### config.mk
export PLATFORM = sky130hd
export DESIGN_NAME = digit_chain_ctrl
export DESIGN_NICKNAME = d
export VERILOG_FILES = /design/src/rtl/clkctl_pkg.sv /design/src/rtl/digit_carry_plan.sv /design/src/rtl/digit_chain_ctrl.sv
export SDC_FILE = /design/constraint.sdc
export NUM_CORES = 1
export LEC_CHECK = 0
export CAP_MARGIN = 20
export CORE_UTILIZATION = 32
export DETAILED_ROUTE_END_ITERATION = 10
export HOLD_SLACK_MARGIN = 0.15
export SYNTH_ARGS = -nofsm -noshare
export SYNTH_HDL_FRONTEND = slang
export SYNTH_SLANG_ARGS = --single-unit
### constraint.sdc
create_clock -name clk_i -period 2.3 [get_ports clk_i]
set_clock_uncertainty 0.15 [all_clocks]
set_input_delay 0.575 -clock clk_i [delete_from_list [all_inputs] [get_ports clk_i]]
set_output_delay 0.575 -clock clk_i [all_outputs]
set_load 0.005 [all_outputs]
### src/rtl/clkctl_pkg.sv
// Shared constants for the clock digit-chain controller: digit limits, mode and FSM encodings, timing.
// Pure definitions; no logic, no latency, no flow control.
package clkctl_pkg;

  // Digit maxima packed LSB-first: sec units, sec tens, min units, min tens.
  localparam logic [15:0] DIG_MAX_VEC = {4'd5, 4'd9, 4'd5, 4'd9};

  localparam logic [1:0] MODE_RUN     = 2'b00;
  localparam logic [1:0] MODE_SET_MIN = 2'b01;
  localparam logic [1:0] MODE_SET_SEC = 2'b10;

  localparam logic [1:0] ST_IDLE   = 2'b00;
  localparam logic [1:0] ST_CMD    = 2'b01;
  localparam logic [1:0] ST_SETTLE = 2'b10;

  localparam int CMD_HOLD   = 4;
  localparam int SETTLE_LEN = 2;

  typedef struct packed {
    logic [1:0] lo;
    logic [1:0] hi;
    logic       clr;
  } job_t;

  function automatic logic [3:0] dig_max(input int idx);
    return DIG_MAX_VEC[4*idx +: 4];
  endfunction

endpackage

### src/rtl/digit_carry_plan.sv
// Combinational carry planner: digit values and job range -> per-digit load/increment vectors.
// Zero latency; no flow control.
module digit_carry_plan
  import clkctl_pkg::*;
(
  input  logic [15:0] digits_i,
  input  job_t        job_i,
  output logic [3:0]  load_o,
  output logic [3:0]  up_o
);

  always_comb begin
    logic carry;
    load_o = '0;
    up_o   = '0;
    carry  = 1'b1;
    for (int i = 0; i < 4; i++) begin
      if (job_i.clr) begin
        load_o[i] = 1'b1;
      end else if (2'(i) >= job_i.lo && 2'(i) <= job_i.hi && carry) begin
        // A digit at its maximum wraps to zero and passes the carry upward.
        if (digits_i[4*i +: 4] == dig_max(i)) begin
          load_o[i] = 1'b1;
        end else begin
          up_o[i] = 1'b1;
          carry   = 1'b0;
        end
      end
    end
  end

endmodule

### src/rtl/digit_chain_ctrl.sv
// Clock digit-chain command controller: turns ticks/buttons into per-digit load/increment strobes.
// Strobes appear the cycle after a job is accepted; while busy one tick is queued, buttons are dropped.
module digit_chain_ctrl
  import clkctl_pkg::*;
(
  input  logic       clk_i,
  input  logic       reset_ni,
  input  logic       tick_1hz_i,
  input  logic       btn_mode_i,
  input  logic       btn_inc_i,
  input  logic       btn_clr_i,
  input  logic [3:0] cnt0_i,
  input  logic [3:0] cnt1_i,
  input  logic [3:0] cnt2_i,
  input  logic [3:0] cnt3_i,
  output logic [3:0] dig_clken_o,
  output logic [3:0] dig_loaden_o,
  output logic [3:0] dig_up_o,
  output logic [3:0] dig_load_o,
  output logic [1:0] mode_o,
  output logic       busy_o,
  output logic       blink_o,
  output logic       tick_lost_o
);

  logic [1:0] state_q, state_d;
  logic [1:0] cnt_q, cnt_d;
  logic [1:0] mode_q, mode_d;
  logic       pend_q, pend_d;
  logic       lost_q, lost_d;
  logic       blink_q, blink_d;
  logic [3:0] clken_q, clken_d;
  logic [3:0] loaden_q, loaden_d;
  logic [3:0] up_q, up_d;

  job_t       job;
  logic       go;
  logic [3:0] plan_load, plan_up;

  digit_carry_plan u_plan (
    .digits_i ({cnt3_i, cnt2_i, cnt1_i, cnt0_i}),
    .job_i    (job),
    .load_o   (plan_load),
    .up_o     (plan_up)
  );

  always_comb begin
    go  = 1'b0;
    job = '{lo: 2'd0, hi: 2'd3, clr: 1'b0};
    // Job selection always uses the mode in force before any same-cycle mode press.
    if (state_q == ST_IDLE) begin
      if (mode_q == MODE_RUN) begin
        go = tick_1hz_i | pend_q;
      end else if (btn_clr_i) begin
        go      = 1'b1;
        job.clr = 1'b1;
      end else if (btn_inc_i) begin
        go     = 1'b1;
        job.lo = (mode_q == MODE_SET_MIN) ? 2'd2 : 2'd0;
        job.hi = (mode_q == MODE_SET_MIN) ? 2'd3 : 2'd1;
      end
    end
  end

  always_comb begin
    state_d  = state_q;
    cnt_d    = cnt_q;
    mode_d   = mode_q;
    pend_d   = pend_q;
    lost_d   = lost_q;
    blink_d  = blink_q;
    clken_d  = clken_q;
    loaden_d = loaden_q;
    up_d     = up_q;

    if (mode_q == MODE_RUN) begin
      if (state_q == ST_IDLE) begin
        pend_d = pend_q & tick_1hz_i;
      end else if (tick_1hz_i) begin
        if (pend_q) lost_d = 1'b1;
        else        pend_d = 1'b1;
      end
    end

    if (btn_mode_i) begin
      case (mode_q)
        MODE_RUN:     mode_d = MODE_SET_MIN;
        MODE_SET_MIN: mode_d = MODE_SET_SEC;
        default:      mode_d = MODE_RUN;
      endcase
      if (mode_q == MODE_RUN) pend_d = 1'b0;
    end

    if (mode_d == MODE_RUN)                   blink_d = 1'b0;
    else if (tick_1hz_i && mode_q != MODE_RUN) blink_d = ~blink_q;

    case (state_q)
      ST_IDLE: begin
        if (go) begin
          state_d  = ST_CMD;
          cnt_d    = 2'd0;
          clken_d  = plan_load | plan_up;
          loaden_d = plan_load;
          up_d     = plan_up;
        end
      end
      ST_CMD: begin
        clken_d = '0;
        if (cnt_q == 2'(CMD_HOLD - 1)) begin
          state_d  = ST_SETTLE;
          cnt_d    = 2'd0;
          loaden_d = '0;
          up_d     = '0;
        end else begin
          cnt_d = cnt_q + 2'd1;
        end
      end
      default: begin
        if (cnt_q == 2'(SETTLE_LEN - 1)) begin
          state_d = ST_IDLE;
          cnt_d   = 2'd0;
        end else begin
          cnt_d = cnt_q + 2'd1;
        end
      end
    endcase
  end

  always_ff @(posedge clk_i) begin
    if (!reset_ni) begin
      state_q  <= ST_IDLE;
      cnt_q    <= 2'd0;
      mode_q   <= MODE_RUN;
      pend_q   <= 1'b0;
      lost_q   <= 1'b0;
      blink_q  <= 1'b0;
      clken_q  <= '0;
      loaden_q <= '0;
      up_q     <= '0;
    end else begin
      state_q  <= state_d;
      cnt_q    <= cnt_d;
      mode_q   <= mode_d;
      pend_q   <= pend_d;
      lost_q   <= lost_d;
      blink_q  <= blink_d;
      clken_q  <= clken_d;
      loaden_q <= loaden_d;
      up_q     <= up_d;
    end
  end

  assign dig_clken_o  = clken_q;
  assign dig_loaden_o = loaden_q;
  assign dig_up_o     = up_q;
  assign dig_load_o   = 4'b0000;
  assign mode_o       = mode_q;
  assign busy_o       = (state_q != ST_IDLE);
  assign blink_o      = blink_q;
  assign tick_lost_o  = lost_q;

endmodule

==> Yosys cells after proc, flatten, opt, wreduce, memory -nomap -nowiden <==
Index checks and enable logic that the tools add are counted.
{ "word_totals": {"reg_bits": 21, "in_bits": 22, "output_inout_bits": 21} }
{ "op_classes": {"n_addsub": 1, "magnitude_cmp": 8, "n_eq_ne": 10, "mux": 65, "bitwise": 6, "reduce_logical": 20} }
{ "op_table": {"columns": ["op", "count"], "rows": [
  ["2-to-1 mux 1 bit", 42],
  ["2-to-1 mux 4 bit", 6],
  ["case mux 4 bit (2 select lines)", 3],
  ["2-to-1 mux 2 bit", 9],
  ["case mux 2 bit (2 select lines)", 3],
  ["2-to-1 mux 5 bit", 2],
  ["equality test 4 x 3 -> 1 bit (second input constant)", 2],
  ["equality test 4 bit (second input constant)", 2],
  ["logical AND 1 bit", 8],
  ["equality test 2 x 1 -> 1 bit (second input constant)", 3],
  ["logical NOT 2 bit", 3],
  ["AND reduction 3 bit", 2],
  ["nonzero test 2 bit", 3],
  [">= comparator 1 x 2 -> 1 bit (first input constant)", 2],
  [">= comparator 2 bit (first input constant)", 2],
  ["less-or-equal comparator 1 x 2 -> 1 bit (first input constant)", 2],
  ["less-or-equal comparator 2 bit (first input constant)", 2],
  ["!= test 2 bit (second input constant)", 2],
  ["bitwise OR 4 bit", 1],
  ["AND reduction 4 bit", 1],
  ["inverter 1 bit", 3],
  ["nonzero test 3 bit", 1],
  ["adder 2 x 1 -> 2 bit (second input constant)", 1],
  ["equality test 2 bit (second input constant)", 1],
  ["4 further kinds", 4]
]} }

==> Longest topological paths before layout <==
{ "depth": {"word_depth": 22, "depth_mapped": 8, "ltp_nobuf": 6} }

==> By module <==
Synthesis repeated with hierarchy kept, for this count alone.
{ "unflattened": {"cells_unflattened": 125, "area_unflattened_um2": 1208.7} }
{ "modules_own_cells": {"columns": ["module", "instances", "cells_each", "area_each_um2", "seq_area_each_um2"], "rows": [
  ["digit_chain_ctrl", 1, 100, 1003.5, 420.4],
  ["digit_carry_plan", 1, 25, 205.2, 0.0]
]} }

==> Worst setup path before layout <==
OpenSTA, ideal clock, no wires.
{ "synth_path": {"path_kind": "input to register", "startpoint": "in cnt2_i[1]", "endpoint": "reg loaden_q[3] (netlist: dig_loaden_o[3])", "setup_ns": 0.071, "arrival_ns": 1.763, "required_ns": 2.079, "slack_ns": 0.317, "path_stages": 4, "n_path_buf": 0, "cell_sequence": "or4bb_1 > a221o_1 > a211o_1 > a21oi_1"} }
{ "synth_between": {"elab_chain_cells": 9} }
{ "synth_rtl": {"columns": ["element", "line_no", "source"], "rows": [
  ["start: declaration", "digit_chain_ctrl.sv:14", "input logic [3:0] cnt2_i,"],
  ["equality test 4 bit", "digit_carry_plan.sv:22", "if (digits_i[4*i +: 4] == dig_max(i)) begin"],
  ["2-to-1 mux 1 bit", "digit_carry_plan.sv:22", null],
  ["2-to-1 mux 1 bit", "digit_carry_plan.sv:20", "end else if (2'(i) >= job_i.lo && 2'(i) <= job_i.hi && carry) begin"],
  ["2-to-1 mux 1 bit", "digit_carry_plan.sv:18", "if (job_i.clr) begin"],
  ["logical AND 1 bit", "digit_carry_plan.sv:20", null],
  ["2-to-1 mux 1 bit", "digit_carry_plan.sv:20", null],
  ["2-to-1 mux 1 bit", "digit_carry_plan.sv:18", null],
  ["2-to-1 mux 4 bit", "digit_chain_ctrl.sv:99", "if (go) begin"],
  ["case mux 4 bit (2 select lines)", "digit_chain_ctrl.sv:97", "case (state_q)"],
  ["end signal: assignment", "digit_chain_ctrl.sv:148", "loaden_q <= loaden_d;"],
  ["end: declaration", "digit_chain_ctrl.sv:33", "logic [3:0] loaden_q, loaden_d;"]
]} }
No other way between the ends. The select of a mux whose other input is x is not followed.
A chain may end at the register's enable or synchronous reset.

==> Worst setup path in the final report <==
{ "layout_path": {"startpoint": "in cnt1_i[2]", "endpoint": "reg loaden_q[3] (netlist: dig_loaden_o[3])"} }
{ "layout_between": {"elab_chain_cells": 12, "elab_cells_between_ends": 13, "classes_between": "eq/ne: 1; mux: 10; reduce/logical: 2"} }
{ "layout_rtl": {"columns": ["element", "line_no", "source"], "rows": [
  ["start: declaration", "digit_chain_ctrl.sv:13", "input logic [3:0] cnt1_i,"],
  ["equality test 4 x 3 -> 1 bit *", "digit_carry_plan.sv:22", null],
  ["2-to-1 mux 1 bit *", "digit_carry_plan.sv:22", null],
  ["2-to-1 mux 1 bit *", "digit_carry_plan.sv:20", null],
  ["2-to-1 mux 1 bit *", "digit_carry_plan.sv:18", null],
  ["2-to-1 mux 1 bit or logical AND 1 bit (tied branches)", "digit_carry_plan.sv:22, digit_carry_plan.sv:20", null],
  ["2-to-1 mux 1 bit", "digit_carry_plan.sv:20", null],
  ["2-to-1 mux 1 bit *", "digit_carry_plan.sv:18", null],
  ["logical AND 1 bit *", "digit_carry_plan.sv:20", null],
  ["2-to-1 mux 1 bit *", "digit_carry_plan.sv:20", null],
  ["2-to-1 mux 1 bit *", "digit_carry_plan.sv:18", null],
  ["2-to-1 mux 4 bit *", "digit_chain_ctrl.sv:99", null],
  ["case mux 4 bit (2 select lines) *", "digit_chain_ctrl.sv:97", null]
]} }
Mark *: on every way between the ends. The rest lies on a longest branch, timed or not. The select of a mux whose other input is x is not followed.

==> reports/results.env <==
KIND_OF_CELL_ADDING_THE_MOST_DELAY_TO_THE_CRITICAL_PATH='compound AO/OA/AOI/OAI gates'
CORE_BOX_AREA_UM2=3103
SYNTH.YOSYS.SEQ_AREA_SHARE=0.3944
DRV.MAX_CAP_VIOLATION_COUNT=0
FP-ROW-COUNT=20
SYNTH_TOP_FAMILY_BY_AREA='simple AND/OR/NAND/NOR gates'
DRT_ITER0_MARKERS=11
AREA_DELTA_SYNTH_FINAL_PCT=46.01
PATH_CELLS='clkdlybuf4s50_1 -> nor4bb_1 -> nand2_1 -> a221o_1 -> a211o_1 -> a21oi_1'
ROUTE.DETAILED.DRC=0
CRITICAL_PATH_REQUIRED_PS=2390
PERIOD_SHARE=0.9540
CTS_MADE_BUFFERS=3
TOTAL_NUMBER_OF_NETS_IN_THE_FINAL_DESIGN=195
MAX-VDD-IR-DROP_uV=353.8
NUMBER_OF_SYNTHESIZED_REGISTER_BITS=21
SLOWEST_STAGE='sky130_fd_sc_hd__clkdlybuf4s50_1'
TIMING.CRITICAL_PATH.FROM_TYPE='primary input'
SYNTH.CELL_AREA_UM2=1066
ARRIVAL_PS=2290
ANTENNA_FOUND_INITIAL=0
CTS.REPORTEDPATHS.CLKPINSLEW_PS=120
FINALCOREUTILIZATION=0.5016
RSZ_0062_RAISED_AFTER_GLOBAL_ROUTING='no'
DIE_HEIGHT_UM=59.72
ANTENNA-DIODE-COUNT=0
INITIAL_STANDARD_CELL_UTILIZATION_OF_THE_CORE=0.3435
SYNTH_TOP_FLOP_CELL='sky130_fd_sc_hd__dfxtp_1'
CTSHTREEMAXLEVEL=1
MAX_STAGE_DELAY_PS=450
SYNTHMUXAREASHARE=0.009390
YOSYSWARNINGCOUNT=0
CLOCK_LATENCY_PS=300
YOSYSTOPAREACELL='sky130_fd_sc_hd__dfxtp_1'
WORST-PATH-BUF-INV=1
HOLD_VIOLATIONS_FINAL=0
WL_PER_CELL_UM=11.41
CHIPWIDTH_UM=59.72
POSTROUTEANTENNANETS=0
CLKSINKCOUNT=21
FINAL_LAYOUT_SIZE_SUFFIX_GT1_FRAC=0.1065
PLACE.DETAILED.HPWL_MM=1.952
SYNTHESIS.AREA_PER_INSTANCE_UM2=8.597
WORST_SETUP_PATH_END_KIND='register'
COUNT_OF_FLIP_FLOPS_WITH_A_BUILT_IN_ENABLE_AFTER_SYNTHESIS=0
FIRST_GLOBAL_VIAS=951
CTS-ROOT-BUF='sky130_fd_sc_hd__clkbuf_4'
HOLD_PATH_CLASS='register to register'
WIRE_LENGTH_OF_THE_FIRST_GLOBAL_ROUTING_PASS_MM=4.043
SYNTH.CELLS.MOST_FREQUENT='21 x sky130_fd_sc_hd__dfxtp_1, 13 x sky130_fd_sc_hd__a21oi_1, 11 x sky130_fd_sc_hd__nand2_1, 11 x sky130_fd_sc_hd__nor2_1, 5 x sky130_fd_sc_hd__nand3_1'
SYNTH-ADDER-AREA-SHARE=0.03521
PLACEMENT.IO_BUFFERS=38
TOTAL_GLOBAL_ROUTING_TRACK_UTILIZATION=0.1497
FIN_HOLD_WS_PS=314.0
MULTI_INPUT_COMBINATIONAL_CELL_AREA_UM2=581.8
STATUS='finished clean'
CTS_TREE='yes'
SYN-INSTANCE-COUNT=124
DRV_SLEW=0
POST_SYNTH_NUM_CELL_TYPES=41
SIMPLE_GATE_SHARE_OF_THE_SYNTHESIZED_AREA=0.2864
VIASPERCELL=4.704
FF_LATCH_AREA_UM2=421.7
CLOCK_TREE_BUFFER_DEPTH=2
ROUTED-VIA-COUNT=1002
FMAXACHIEVABLE_MHz=455.7
CRITICAL_PATH_PEAK_FANOUT=2
TOP_CELLS_BY_AREA_IN_THE_SYNTHESIZED_NETLIST='sky130_fd_sc_hd__dfxtp_1 39%, sky130_fd_sc_hd__a21oi_1 6.1%, sky130_fd_sc_hd__nand2_1 3.9%'
SETUP_VIOLATIONS=0
POST_SYNTH_XOR_AREA_FRACTION=0.008216
STATIC-LEAKAGE-POWER_nW=0.5999
DETAIL_ROUTE.WIRELENGTH_MM=2.430
TIMING.FINAL.CRIT_PERIOD_PS=2194
P_PER_AREA_nW_PER_UM2=499.6
IOPINCOUNT=43
SHARE_OF_FLIP_FLOPS_WITH_AN_ASYNCHRONOUS_SET_OR_RESET=0
DRT-PASS1-ITER-COUNT=4
FILL_CELLS=316
GRT_MAX_DEGREE=18
GRT.OVERFLOW.TOTAL=0
TIMING.SETUP.CRITICAL_PATH_CLASS='primary input to register'
GLOBALPLACE.CONGESTION=0.7626
DIE-AREA_UM2=3566
YOSYS.AREA.TOP_TYPE_SHARE=0.3944
YOSYS.CELL_COUNT.TOP_TYPE='sky130_fd_sc_hd__dfxtp_1'
SYNTH_COMPOUND_AREA_FRAC=0.1901
-- worst register-to-register path, stage by stage (launching register included) --
cell and delay, ps:
sky130_fd_sc_hd__dfxtp_1 340, sky130_fd_sc_hd__buf_4 160, sky130_fd_sc_hd__nor4b_4 300, sky130_fd_sc_hd__nand2_1 90, sky130_fd_sc_hd__a221o_1 310, sky130_fd_sc_hd__a211o_1 300
sky130_fd_sc_hd__a21oi_1 140
-- placed cells by master (no fill, tap or decap), drive strengths merged, types with 2 or more instances in the layout --
master	Yosys	layout
inv	3	3
and3	2	2
a211o	2	2
clkdlybuf4s50	0	38
nor4	2	2
nor4bb	2	2
clkbuf	3	3
clkinv	1	2
a31o	2	2
nor2b	3	3
buf	7	10
nor3	3	3
ha	3	3
nor2	11	11
o21a	2	2
o31ai	3	3
conb	1	4
dfxtp	21	21
nand2	11	11
nand2b	4	4
o21bai	2	2
o21ai	3	3
a21oi	14	14
nand3	5	5
-- report_power, final --
part           switching [mW]  total, mW  internal (mW)
Clock                   0.114      0.179         0.0648
Sequential             0.0141      0.396          0.382
Combinational          0.0915      0.202          0.111
-- flip-flops by register name, summed over array words and instances, names as in the netlist, named ones only --
| name | count |
|---|---|
| blink_o | 1 |
| cnt_q | 2 |
| dig_clken_o | 4 |
| dig_loaden_o | 4 |
| dig_up_o | 4 |
| mode_o | 2 |
| state_q | 2 |
| tick_lost_o | 1 |
-- kinds of logic after synthesis --
| family | after synthesis |
|---|---|
| other cells | 1 |
| mux | 1 |
| buf+inv | 14 |
| simple gates | 52 |
| compound gates | 31 |
| xor+xnor | 1 |
| flops | 21 |
| fa+ha+maj | 3 |
-- layer usage --
layer	vias to the layer above	global-route usage	wire length, µm
met3	4	0.02597	81
met5	-	0	0
met1	453	0.1789	1122
li1	520	-	-
met2	25	0.2635	1185
met4	0	0.05980	40
-- timing repair --
item,4_1_cts,5_1_grt
gates resized for setup,1,1
setup buffers,0,0
hold buffers,0,0
endpoints found under the setup margin,1,1
-- final timing paths --
kind                   from               to  slack, ps  cells past startpoint
max               cnt1_i[2]  dig_loaden_o[3]        110                      6
min          dig_clken_o[2]   dig_clken_o[2]        310                      2
max reg2reg      state_q[0]  dig_loaden_o[3]        440                      6
min reg2reg  dig_clken_o[2]   dig_clken_o[2]        310                      2
-- per-stage QoR --
step	instance area (µm²)	cells	power [mW]	TNS (ps)	setup slack, ps
global placement	1525	209	0.6039	-668.3	-173.0
detailed placement	1525	209	0.6075	-853.0	-205.5
CTS	1554	213	0.7914	0	81.94
finish	1556	213	0.7776	0	105.8
global route	1556	213	0.8283	0	36.51
floorplan	1077	127	0.5115	0	316.9
-- cell type report --
class,count,area share
inverter,4,0.009646
timing repair buffer,48,0.2926
multi-input combinational,92,0.3738
clock buffer,3,0.01447
tap,44,0.03537
clock inverter,1,0.003215
sequential,21,0.2709
(Power assumes the default switching activity.)
